--- config.mk ---
export PLATFORM = sky130hd
export DESIGN_NAME = uart_rx_16x
export DESIGN_NICKNAME = d
export VERILOG_FILES = /design/src/rtl/uart_pkg.sv /design/src/rtl/uart_rx_sync.sv /design/src/rtl/uart_rx_16x.sv
export SDC_FILE = /design/constraint.sdc
export NUM_CORES = 1
export LEC_CHECK = 0
export CAP_MARGIN = 10
export CELL_PAD_IN_SITES_DETAIL_PLACEMENT = 1
export CELL_PAD_IN_SITES_GLOBAL_PLACEMENT = 1
export CORE_MARGIN = 1.5
export CORE_UTILIZATION = 40
export CTS_CLUSTER_DIAMETER = 100
export CTS_CLUSTER_SIZE = 16
export DETAILED_ROUTE_END_ITERATION = 8
export PLACE_DENSITY_LB_ADDON = 0.1
export SLEW_MARGIN = 30
export SYNTH_ARGS = -nofsm -noshare
export SYNTH_HDL_FRONTEND = slang
export SYNTH_HIERARCHICAL = 1
export SYNTH_SLANG_ARGS = --single-unit
--- constraint.sdc ---
create_clock -name clk -period 1.6 [get_ports clk]
set_input_delay 0.32 -clock clk [delete_from_list [all_inputs] [get_ports clk]]
set_output_delay 0.32 -clock clk [all_outputs]
set_load 0.02 [all_outputs]
--- src/rtl/uart_pkg.sv ---
// Shared UART constants and state encoding, common to the 16x-oversampled RX and TX paths.
package uart_pkg;

  typedef enum logic [1:0] {
    IDLE  = 2'd0,
    START = 2'd1,
    DATA  = 2'd2,
    STOP  = 2'd3
  } uart_state_e;

  localparam int OVERSAMPLE        = 16;
  localparam int MID_SAMPLE        = 7;
  localparam int END_SAMPLE        = 15;
  localparam int DEFAULT_DATA_BITS = 8;

endpackage

--- src/rtl/uart_rx_sync.sv ---
// Synchronizes the asynchronous serial line and flags a tick-sampled 1->0 transition.
module uart_rx_sync #(
  parameter int SYNC_STAGES = 2
) (
  input  logic clk,
  input  logic rst,
  input  logic clk_16x,
  input  logic rx,
  output logic rx_s,
  output logic fall_edge
);

  logic [SYNC_STAGES-1:0] sync_q;
  logic                   rx_prev;

  // NOTE: the chain and rx_prev reset to 1 (idle line level) so releasing reset on an idle line never looks like a start edge.
  always_ff @(posedge clk or posedge rst) begin
    if (rst) begin
      sync_q  <= '1;
      rx_prev <= 1'b1;
    end else begin
      sync_q <= {sync_q[SYNC_STAGES-2:0], rx};
      if (clk_16x) rx_prev <= rx_s;
    end
  end

  assign rx_s      = sync_q[SYNC_STAGES-1];
  assign fall_edge = rx_prev & ~rx_s;

endmodule

--- src/rtl/uart_rx_16x.sv ---
// 16x-oversampling UART receiver: start-bit validation at mid-bit, centre sampling of data and stop bits.
module uart_rx_16x
  import uart_pkg::*;
#(
  parameter int DATA_BITS   = DEFAULT_DATA_BITS,
  parameter int SYNC_STAGES = 2
) (
  input  logic                 clk,
  input  logic                 rst,
  input  logic                 clk_16x,
  input  logic                 rx,
  output logic [DATA_BITS-1:0] rx_data,
  output logic                 rx_valid,
  output logic                 frame_err,
  output logic                 busy
);

  localparam int BIT_CNT_W = $clog2(DATA_BITS);

  uart_state_e          state;
  logic [3:0]           os_cnt;
  logic [BIT_CNT_W-1:0] bit_cnt;
  logic [DATA_BITS-1:0] shift_q;
  logic                 rx_s;
  logic                 fall_edge;

  uart_rx_sync #(
    .SYNC_STAGES(SYNC_STAGES)
  ) u_sync (
    .clk       (clk),
    .rst       (rst),
    .clk_16x   (clk_16x),
    .rx        (rx),
    .rx_s      (rx_s),
    .fall_edge (fall_edge)
  );

  always_ff @(posedge clk or posedge rst) begin
    if (rst) begin
      state     <= IDLE;
      os_cnt    <= '0;
      bit_cnt   <= '0;
      shift_q   <= '0;
      rx_data   <= '0;
      rx_valid  <= 1'b0;
      frame_err <= 1'b0;
      busy      <= 1'b0;
    end else begin
      // NOTE: pulses default low every cycle so each is exactly one clk wide, independent of tick spacing.
      rx_valid  <= 1'b0;
      frame_err <= 1'b0;
      if (clk_16x) begin
        unique case (state)
          IDLE: begin
            if (fall_edge) begin
              state  <= START;
              os_cnt <= '0;
              busy   <= 1'b1;
            end
          end
          START: begin
            if (os_cnt == 4'(MID_SAMPLE)) begin
              os_cnt <= '0;
              if (!rx_s) begin
                state   <= DATA;
                bit_cnt <= '0;
              end else begin
                state <= IDLE;
                busy  <= 1'b0;
              end
            end else begin
              os_cnt <= os_cnt + 4'd1;
            end
          end
          DATA: begin
            os_cnt <= os_cnt + 4'd1;
            if (os_cnt == 4'(END_SAMPLE)) begin
              shift_q <= {rx_s, shift_q[DATA_BITS-1:1]};
              if (bit_cnt == BIT_CNT_W'(DATA_BITS - 1)) state <= STOP;
              else                                      bit_cnt <= bit_cnt + 1'b1;
            end
          end
          STOP: begin
            os_cnt <= os_cnt + 4'd1;
            if (os_cnt == 4'(END_SAMPLE)) begin
              // Word is presented even on a bad stop bit so the consumer can inspect it.
              rx_data   <= shift_q;
              rx_valid  <= rx_s;
              frame_err <= ~rx_s;
              state     <= IDLE;
              busy      <= 1'b0;
            end
          end
          default: state <= IDLE;
        endcase
      end
    end
  end

endmodule

==> results list <==
- Floorplan row count: 21
* Complex-gate fraction of the synthesized area: between 10% and 20%
* Crit Path Class: register to register
* Clk Latency, worst-skew pair: ~0.33 ns
* Number of DRC violations after detailed-routing iteration 0: 23
- Placed insts: 190
- Finished Core Util: 53.2%
- At the pin with the least slew margin, the transition time is 0.379 ns.
- The area growth from synthesis to layout is 23.8%.
- At the worst endpoint, the required time is roughly 1.8 ns.
- Pins over their slew limit: 0
- Total setup violations reported at the end of the flow: 0
* CTS Hold Bufs: 0
* Top delay family on crit path: flip-flops
- Entering global routing, the biggest net connects 29 pins.
- All-Layer GR Usage: between 10% and 20%
- The top cell types in the final layout, fill and taps aside, are dfrtp_1, mux2_2, buf_4.
- Once the floorplan was initialized, standard cells occupied about 43% of the core.
- The share of synthesized area in the top cell type comes to between 40% and 50%.
* Maximum root-to-sink buffer count: 2
- Endpoint type of the worst setup path: register
* Combinational family with the most area after synthesis: simple AND/OR/NAND/NOR gates
- Number of search-and-repair iterations in the first detailed-routing pass: 4
* Fraction of final layout cells with drive strength greater than 1: between 30 and 40%
- In this run the number of H-tree levels came out at 2.
- The wire-length estimate of the detail-placed layout is roughly 2300 microns.
* Syn_nets: about 130
* Routed wire length: ~3000 microns
- Fraction of synthesized area in multiplexers: between 10 and 15%
* Wire length per cell after detailed routing: ~15 microns
* Max-slew headroom: between 70% and 80%
- 15 I/O pins were placed.
- The Yosys step of the flow raised 6 warnings.
- Core footprint: between 3000 and 4000 sq um
- CTS placed an instance of clkbuf_4 at the clock tree root.
* Via-to-Cell Ratio: 5.29
- Hold Vio Cnt, Final: 0
- Data arrives at the worst endpoint at about 1.7 ns.
- The number of antenna violations at the first check in global routing is 0.
- Across the routed clock network, the largest skew measured is slightly above 0.008 ns.
- Clock-pin slew was measured on the worst setup and hold paths at 0.09 ns.
- Outcome: complete, no violations
- TritonCTS built the clock tree.
- 0 antenna diodes ended up in the layout.
- Power spread over the standard cell area amounts to 1310 nW/um^2.
- The worst setup path is launched from a register.
- Timing would allow up to 656 MHz.
- First-pass GRT wire length: approximately 5400 microns
* Xor/xnor cell area share of the yosys netlist: 0%
- Cell with the biggest individual delay on the critical path: dfrtp_1
- The largest single stage delay on the critical path is between 0.4 and 0.5 ns.
- At the end of the flow, the number of nets in the layout was about 160.
* Worst Path Max Fanout: 8
- # DRC: 0
- Commonest non-fill, non-tap cell in the layout: dfrtp_1
- Total gr overflow: 0
- Across the VDD grid, the largest voltage drop is around 0.53 mV.
- Mapped Cells: approximately 130
- The number of cells on the worst reg-to-reg path is 5.
- After synthesis the netlist holds a flip-flop and latch count of 31.
- Clock buffers created by TritonCTS: 5
- Ordered cell list for the critical path: ha_2 > nand3_4 > nor3_4 > buf_12 > mux2_2
* Synth Area in Adders: around 2.6%
* Clk sinks: 31
* Horizontal die dimension: approximately 64 microns
- Ranked by total cell area, the synthesized netlist is headed by dfrtp_1, mux2_2, dfstp_2, a31oi_1, ha_1.
- Final worst-path cycle share: between 90% and 100%
- Minimum clock period: between 1.5 and 2 ns
- Vias in the first global route: roughly 1,100
- The count of nets left with antenna violations once routing finished came out at 0.
- Non-Filler Instances: about 200
- The biggest area contributor in the post-synthesis netlist is dfrtp_1.
- The number of different library cells used by synthesis comes to 33.
* Logic depth of the worst setup path including buffers: 5
- The floorplan step defined a die boundary enclosing slightly above 4000 sq um.
* Sequential element share of the synthesized area: 53.1%
- The path class of the tightest hold or removal check is input pin to asynchronous set/reset pin.
* RSZ-0062 raised after global routing: false
- Total standard cell area after synthesis: about 1500 sq um
- Simple logic cell fraction of the synthesized area: 14.1%
- Avg Inst Size Synth: 11.7 sq um
- The count of buffers added on input and output ports is 14.
- Standby leakage power: 0.921 nW
- Together, buffers and inverters on the worst path number 1.
* Routability congestion estimate from global placement: 0.801
- Die Height: around 64 microns
- The tool flagged a number of max-cap violations equal to 0.
* DR vias: about 1,100
==> cell type report <==
type	count	area [sq um]
Fill cell	372	1600
Sequential cell	31	782
Multi-Input combinational cell	77	623
Timing Repair Buffer	27	256
Tap cell	46	57.6
Clock buffer	7	55.1
Inverter	10	37.5
Clock inverter	1	5.00
==> cell families (layout without fill, tap and decap cells) <==
kind of cell    count (synthesis)  count (layout)
compound gates                 25              25
fa+ha+maj                       3               3
buf+inv                        17              45
flops                          31              31
mux                            18              18
simple gates                   31              31
==> through the flow <==
step           total power, mW  TNS (ns)  instance area, sq um  worst slack, ns  hold WS, ns
2_1_floorplan             1.62         0                  1470           0.0434        0.253
3_3_place_gp              1.85     -2.45                  1750           -0.138        0.348
3_5_place_dp              1.90     -3.13                  1750           -0.169        0.349
4_1_cts                   2.37         0                  1790          0.00765        0.353
5_1_grt                   2.56         0                  1820          0.00403        0.367
6_report                  2.38         0                  1820           0.0759        0.357
==> synth_stat cells, drive strengths merged <==
library cell,count
ha,3
a21oi,5
nand3,3
nor2,1
and3,1
dfrtp,28
a31oi,8
a21o,1
o221ai,3
o31ai,4
nand3b,2
nor2b,5
nand2,9
dfstp,3
nor4,2
nand4,1
o21ai,2
and3b,1
mux2i,1
mux2,17
o32ai,1
buf,7
nor3,3
o2111ai,1
or3b,1
or2,2
inv,10
==> where the power goes <==
group	internal [mW]	leakage (nW)	switching, mW	total [mW]
Sequential	0.914	0.396	0.166	1.08
Clock	0.213	0.0353	0.264	0.477
Combinational	0.372	0.490	0.448	0.819
Total	1.50	0.921	0.878	2.38
==> final timing paths <==
check / from / slack (ns) / end
worst max register to register: os_cnt[0] / 0.08 / rx_data[6]
min in group clk: u_sync/sync_q[0] / 0.36 / u_sync/sync_q[1]
worst max-delay path: os_cnt[0] / 0.08 / rx_data[6]
worst min register to register: u_sync/sync_q[0] / 0.36 / u_sync/sync_q[1]
worst min-delay path: rst / 0.36 / u_sync/rx_prev
max in group asynchronous: rst / 0.94 / state[0]
==> repair_timing <==
action,CTS,global route
buffers inserted,0,1
resized for setup,9,6
endpoints found under the setup margin,9,25
==> sequential cells by signal, indices dropped and copies added (netlist names), 2 cells and up, named ones only <==
register / cells
bit_cnt: 3
u_sync/sync_q: 2
rx_data: 8
shift_q: 8
os_cnt: 4
==> metal layers <==
layer  up-vias  GRT usage [%]  routed length (microns)
li1        505              -                        -
met1       520           22.8                     1440
met2        22           27.9                     1440
met3         5           4.46                      130
met4         0           5.71                       38
met5         -              0                        0
Power figures use the tool's default switching activity.
